### config.mk
export PLATFORM = sky130hd
export DESIGN_NAME = autocorr_control
export DESIGN_NICKNAME = d
export VERILOG_FILES = /design/src/rtl/lpc_pkg.sv /design/src/rtl/autocorr_valid_pipe.sv /design/src/rtl/autocorr_control.sv
export SDC_FILE = /design/constraint.sdc
export NUM_CORES = 1
export LEC_CHECK = 0
export ABC_CLOCK_PERIOD_IN_PS = 4850
export CAP_MARGIN = 20
export CORE_UTILIZATION = 58
export DETAILED_ROUTE_END_ITERATION = 8
export PLACE_DENSITY = 0.87
export SYNTH_ARGS = -nofsm -noshare
export SYNTH_HDL_FRONTEND = slang
export SYNTH_SLANG_ARGS = --single-unit
### constraint.sdc
create_clock -name clk -period 4.85 [get_ports clk]
set_input_delay 0.7275 -clock clk [delete_from_list [all_inputs] [get_ports clk]]
set_output_delay 0.7275 -clock clk [all_outputs]
set_load 0.005 [all_outputs]
### src/rtl/lpc_pkg.sv
// Shared LPC defaults, autocorrelation sequencer state type and R-bank select width helper.
package lpc_pkg;

    localparam int ORDER_DEF     = 10;
    localparam int FRAME_LEN_DEF = 240;
    localparam int ADDR_W_DEF    = 8;
    localparam int PIPE_LAT_DEF  = 2;

    typedef enum logic [2:0] {
        ST_IDLE,
        ST_CLR,
        ST_ACC,
        ST_DRAIN,
        ST_WRITE,
        ST_LEV,
        ST_WAIT,
        ST_DONE
    } ac_state_e;

    // One R register per lag 0..order.
    function automatic int sel_width(input int order);
        return order + 1;
    endfunction

endpackage

### src/rtl/autocorr_valid_pipe.sv
// Delays the address-issue strobe by PIPE_LAT cycles so mac_en lines up with RAM data + multiplier register.
module autocorr_valid_pipe #(
    parameter int PIPE_LAT = 2
) (
    input  logic clk_i,
    input  logic rst_n_i,
    input  logic flush_i,
    input  logic valid_i,
    output logic valid_o
);

    logic [PIPE_LAT-1:0] pipe_q;
    logic [PIPE_LAT-1:0] pipe_d;

    always_comb begin
        pipe_d = '0;
        if (!flush_i) begin
            pipe_d[0] = valid_i;
            for (int unsigned i = 1; i < PIPE_LAT; i++) begin
                pipe_d[i] = pipe_q[i-1];
            end
        end
    end

    always_ff @(posedge clk_i or negedge rst_n_i) begin
        if (!rst_n_i) begin
            pipe_q <= '0;
        end else begin
            pipe_q <= pipe_d;
        end
    end

    assign valid_o = pipe_q[PIPE_LAT-1];

endmodule

### src/rtl/autocorr_control.sv
// LPC autocorrelation sequencer: per-lag MAC addressing, R-bank write, Levinson kick-off.
// Optional AUTOCORR_ABORT_EN adds an abort input that returns the sequencer to IDLE.
module autocorr_control
    import lpc_pkg::*;
#(
    parameter int ORDER     = ORDER_DEF,
    parameter int FRAME_LEN = FRAME_LEN_DEF,
    parameter int ADDR_W    = ADDR_W_DEF,
    parameter int PIPE_LAT  = PIPE_LAT_DEF
) (
    input  logic              clk,
    input  logic              reset_n,
    input  logic              start,
    input  logic              lev_ready,
`ifdef AUTOCORR_ABORT_EN
    input  logic              abort,
`endif
    output logic              busy,
    output logic              done,
    output logic [ADDR_W-1:0] x_addr_a,
    output logic [ADDR_W-1:0] x_addr_b,
    output logic              mac_clr,
    output logic              mac_en,
    output logic              r_we,
    output logic [ORDER:0]    r_wsel,
    output logic              lev_start
);

    localparam int SELW = sel_width(ORDER);
    localparam int KW   = (ORDER > 0) ? $clog2(ORDER + 1) : 1;
    localparam int DW   = (PIPE_LAT > 1) ? $clog2(PIPE_LAT) : 1;

    localparam logic [ADDR_W-1:0] N_MAX  = ADDR_W'(FRAME_LEN - 1);
    localparam logic [KW-1:0]     K_LAST = KW'(ORDER);
    localparam logic [DW-1:0]     D_LAST = DW'(PIPE_LAT - 1);

    ac_state_e         state_q;
    logic [KW-1:0]     k_q;
    logic [ADDR_W-1:0] n_q;
    logic [DW-1:0]     drain_q;
    logic              issue_q;
    logic              busy_q;
    logic              done_q;
    logic              mac_clr_q;
    logic              r_we_q;
    logic [SELW-1:0]   r_wsel_q;
    logic              lev_start_q;
    logic [ADDR_W-1:0] x_addr_a_q;
    logic [ADDR_W-1:0] x_addr_b_q;

    logic              abort_w;
    logic              flush_w;
    logic [ADDR_W-1:0] n_last;
    logic [ADDR_W-1:0] n_next;

`ifdef AUTOCORR_ABORT_EN
    assign abort_w = abort;
`else
    assign abort_w = 1'b0;
`endif

    assign flush_w = abort_w && (state_q != ST_IDLE);
    assign n_last  = N_MAX - ADDR_W'(k_q);
    assign n_next  = n_q + ADDR_W'(1);

    always_ff @(posedge clk or negedge reset_n) begin
        if (!reset_n) begin
            state_q     <= ST_IDLE;
            k_q         <= '0;
            n_q         <= '0;
            drain_q     <= '0;
            issue_q     <= 1'b0;
            busy_q      <= 1'b0;
            done_q      <= 1'b0;
            mac_clr_q   <= 1'b0;
            r_we_q      <= 1'b0;
            r_wsel_q    <= '0;
            lev_start_q <= 1'b0;
            x_addr_a_q  <= '0;
            x_addr_b_q  <= '0;
        end else begin
            // Single-cycle strobes default low; each state raises what it needs for the next cycle.
            done_q      <= 1'b0;
            mac_clr_q   <= 1'b0;
            r_we_q      <= 1'b0;
            r_wsel_q    <= '0;
            lev_start_q <= 1'b0;

            if (flush_w) begin
                state_q <= ST_IDLE;
                issue_q <= 1'b0;
                busy_q  <= 1'b0;
            end else begin
                case (state_q)
                    ST_IDLE: begin
                        if (start) begin
                            k_q       <= '0;
                            mac_clr_q <= 1'b1;
                            busy_q    <= 1'b1;
                            state_q   <= ST_CLR;
                        end
                    end
                    ST_CLR: begin
                        n_q        <= '0;
                        x_addr_a_q <= '0;
                        x_addr_b_q <= ADDR_W'(k_q);
                        issue_q    <= 1'b1;
                        state_q    <= ST_ACC;
                    end
                    ST_ACC: begin
                        if (n_q == n_last) begin
                            issue_q <= 1'b0;
                            drain_q <= '0;
                            state_q <= ST_DRAIN;
                        end else begin
                            n_q        <= n_next;
                            x_addr_a_q <= n_next;
                            x_addr_b_q <= n_next + ADDR_W'(k_q);
                        end
                    end
                    ST_DRAIN: begin
                        if (drain_q == D_LAST) begin
                            r_we_q   <= 1'b1;
                            r_wsel_q <= SELW'(1) << k_q;
                            state_q  <= ST_WRITE;
                        end else begin
                            drain_q <= drain_q + DW'(1);
                        end
                    end
                    ST_WRITE: begin
                        if (k_q == K_LAST) begin
                            lev_start_q <= 1'b1;
                            state_q     <= ST_LEV;
                        end else begin
                            k_q       <= k_q + KW'(1);
                            mac_clr_q <= 1'b1;
                            state_q   <= ST_CLR;
                        end
                    end
                    // lev_ready is not looked at here: the Levinson block is restarting this cycle.
                    ST_LEV: begin
                        state_q <= ST_WAIT;
                    end
                    ST_WAIT: begin
                        if (lev_ready) begin
                            done_q  <= 1'b1;
                            state_q <= ST_DONE;
                        end
                    end
                    ST_DONE: begin
                        busy_q  <= 1'b0;
                        state_q <= ST_IDLE;
                    end
                    default: begin
                        busy_q  <= 1'b0;
                        issue_q <= 1'b0;
                        state_q <= ST_IDLE;
                    end
                endcase
            end
        end
    end

    autocorr_valid_pipe #(
        .PIPE_LAT (PIPE_LAT)
    ) u_valid_pipe (
        .clk_i   (clk),
        .rst_n_i (reset_n),
        .flush_i (flush_w),
        .valid_i (issue_q),
        .valid_o (mac_en)
    );

    assign busy      = busy_q;
    assign done      = done_q;
    assign mac_clr   = mac_clr_q;
    assign r_we      = r_we_q;
    assign r_wsel    = r_wsel_q;
    assign lev_start = lev_start_q;
    assign x_addr_a  = x_addr_a_q;
    assign x_addr_b  = x_addr_b_q;

endmodule

==> results.ini <==
[run_status]
status=finished clean

[drt]
antenna_violating_nets_left=0
post_drt_wl_per_cell_um=13.8
routed_via_density=5.65
drt-total-wl_um=4280
detailedRoute.firstIterationViolations=80
detailroute.via_count=1753
drc=0
drtPass1Iterations=4

[clock_network]
numCtsBuffers=5
clkSlewWorstSetupHoldPaths_ns=0.08
clock_tree_from_tritoncts=yes
insertion_delay_ns=0.30
cts_resized=0
clock_path_buffers=2
hold_buffers=0
cts_num_sinks=43
cts_setup_buffers=0
cts_htree_levels=2
cts_root_buffer=clkbuf_8

[timing]
fin_setup_tns_ns=0
worst-slew-pin-transition_ns=0.885
max_freq_mhz=405
setup_failing_eps_final=0
timing.max_slew.rel_slack=0.410
timing.final.hold_violations=0
period_share=0.510
grt_setup_unrepaired=no
drv_slew=0
fin_crit_ns=2.47
skew_ns=0.00539
hold_ws_ns=0.352

[yosys]
synth_largest_type_area_fraction=0.455
syn-mean-instance-area_um2=10.2
postSynth.asyncResetShare=1.00
synth_simple_gate_area_frac=0.186
synth_adder_area_share=0.0667
post_synth_xor_area_fraction=0.0519
ys.warnings.count=0
mux_share_of_post_synthesis_cell_area=0.0238
synth_area_leaders=dfrtp_1 (46%), ha_1 (5.8%), and2_1 (3.2%), o21ai_0 (3.2%), xor2_1 (3.0%)
synth_largest_area_cell=dfrtp_1
postSynthCellCount=232
post_synth_instance_area_mm2=0.00236
synth-main-ff-cell=dfrtp_1
synth.yosys.seq_area_share=0.455
ff_latch_count_synth=43
synthesis.nets=248
dominant_combinational_cell_family_by_area_after_synthesis=simple AND/OR/NAND/NOR gates
edff_count_synth=0
synth-compound-area-share=0.142
synthDistinctLibCells=51

[worst_setup_path]
critical-path-slowest-cell=a21oi_2
regToRegSetupSlack_ns=2.38
worst_ep_required_time_ns=5.03
timing.critical_path.from=x_addr_a[0]$_DFFE_PN0P_
crit_fanout=16
endpoint_kind=register
r2r.worst_path.cells=7
r2r_start=x_addr_a[0]$_DFFE_PN0P_
cp.arrival_ns=2.66
cp_cell_sequence=inv_1 > ha_1 > nor2_1 > nand4_1 > o21ai_1 > a21oi_2 > mux2_2
cp_startpoint_kind=register
regToRegEndpoint=x_addr_b[0]$_DFFE_PN0P_
criticalPathCategory=reg2reg
slowest_cell_delay_on_critical_path_ns=0.67

[final_layout]
mostFrequentLayoutCell=dfrtp_1
final.fill_count=286
layout-area-overhead-vs-synth_pct=18.4
insertedDiodeCount=0
final_layout_size_suffix_gt1_frac=0.0916
area_used_by_multi_input_combinational_logic_mm2=0.00111
post_layout_nonfiller_instances=310
final-seq-area_mm2=0.00108
fin_area_mm2=0.00280
most-common-layout-cells=dfrtp_1 (43), clkdlybuf4s50_1 (35), inv_1 (16)
nets=277

[floorplan]
die_height_um=65.9
fp.dieW_um=65.9
fp.dieArea_mm2=0.00434
core_area_mm2=0.00377
initial_core_util=0.627
std_cell_rows=22
io_pins=37

[global_routing]
antenna_violations_before_repair=0
first_pass_grt_wire_length_um=7560
globalRoute.totalOverflow=0
groute.usage.overall=0.234
pin_count_of_the_biggest_net_entering_global_routing=44
first_global_vias=1701

[pwr]
worst_ir_drop_vdd_mv=0.444
leakagePower_nw=1.26
pwr_density_cell_mw_per_mm2=531
total_power_w=0.00149

[placement]
gp_routability_congestion=0.866
numPortBuffers=36
number_of_cells_after_detailed_placement=302
place_hpwl_um=2950
detailed_place.area_mm2=0.00267

[worst_hold_path]
min_delay_path_depth=0
hp-start=u_valid_pipe.pipe_q[0]$_DFF_PN0_
hold_path_end=u_valid_pipe.pipe_q[1]$_DFF_PN0_
worst_hold_path_type=reg2reg

[run]
drv.max_cap_violation_count=0

-- critical path: cells and delay by family, from the launching register on --
| kind | cells | cell delay (ns) |
|---|---|---|
| AO/OA/AOI/OAI | 2 | 0.76 |
| adder cells (fa/ha/maj) | 1 | 0.33 |
| flip-flops | 1 | 0.52 |
| AND/OR/NAND/NOR | 2 | 0.22 |
| multiplexers | 1 | 0.41 |
| buffers and inverters | 1 | 0.11 |
-- synth_stat cells (6+ instances only) --
master   number
dfrtp_1      43
inv_1        16
o21ai_0      15
nand2_1      13
a21oi_1      12
and2_1       12
ha_1         11
nand3_1      11
nor2_1       10
and3_1        9
xor2_1        8
xnor2_1       6
-- registers in the layout, summed over array words and instances (netlist names) --
name	flops
busy	1
done	1
drain_q	1
issue_q	1
k_q	4
lev_start	1
mac_clr	1
r_we	1
r_wsel	11
state_q	3
u_valid_pipe.pipe_q	2
x_addr_a	8
x_addr_b	8
-- area by class of cell --
cell class              count  area share
repair buffers             36       0.127
inverters                  17      0.0228
multi-input cells         158       0.397
clock inverters             2      0.0214
flip-flops and latches     43       0.384
well taps                  48      0.0214
clock buffers               6      0.0259
-- logic make-up (layout without fill, tap and decap cells) --
| kind of cell | after synthesis | in the layout |
|---|---|---|
| XOR/XNOR | 14 | 14 |
| flip-flops | 43 | 43 |
| AO/OA/AOI/OAI | 52 | 52 |
| buffers and inverters | 31 | 61 |
| AND/OR/NAND/NOR | 75 | 75 |
| adder cells (fa/ha/maj) | 12 | 12 |
| multiplexers | 5 | 5 |
-- metrics by stage --
stage,utilization,worst slack [ns]
after floorplan,-,2.71
after global placement,0.707,2.58
after detailed placement,0.707,2.52
after CTS,0.743,2.40
after global routing,0.743,2.20
final,0.743,2.38
-- how the worst max path moves through the flow --
stage                               to  slack (ns)
3_5_place_dp   x_addr_b[0]$_DFFE_PN0P_        2.52
2_1_floorplan  x_addr_b[3]$_DFFE_PN0P_        2.71
5_1_grt        x_addr_b[0]$_DFFE_PN0P_        2.20
6_report       x_addr_b[0]$_DFFE_PN0P_        2.38
4_1_cts        x_addr_b[0]$_DFFE_PN0P_        2.40
3_3_place_gp   x_addr_b[2]$_DFFE_PN0P_        2.58
-- power breakdown --
part / leakage [nW] / internal (W) / switching (W)
Clock: 0.0654 / 0.000206 / 0.000121
Sequential: 0.568 / 0.000441 / 0.000121
Combinational: 0.627 / 0.000278 / 0.000319
-- per-layer routing --
layer / GRT usage / share of wire
met1: 0.280 / 0.45
met2: 0.401 / 0.49
met3: 0.0483 / 0.041
met4: 0.106 / 0.022
met5: 0 / 0
No activity file was read; power rests on OpenSTA's default activity.
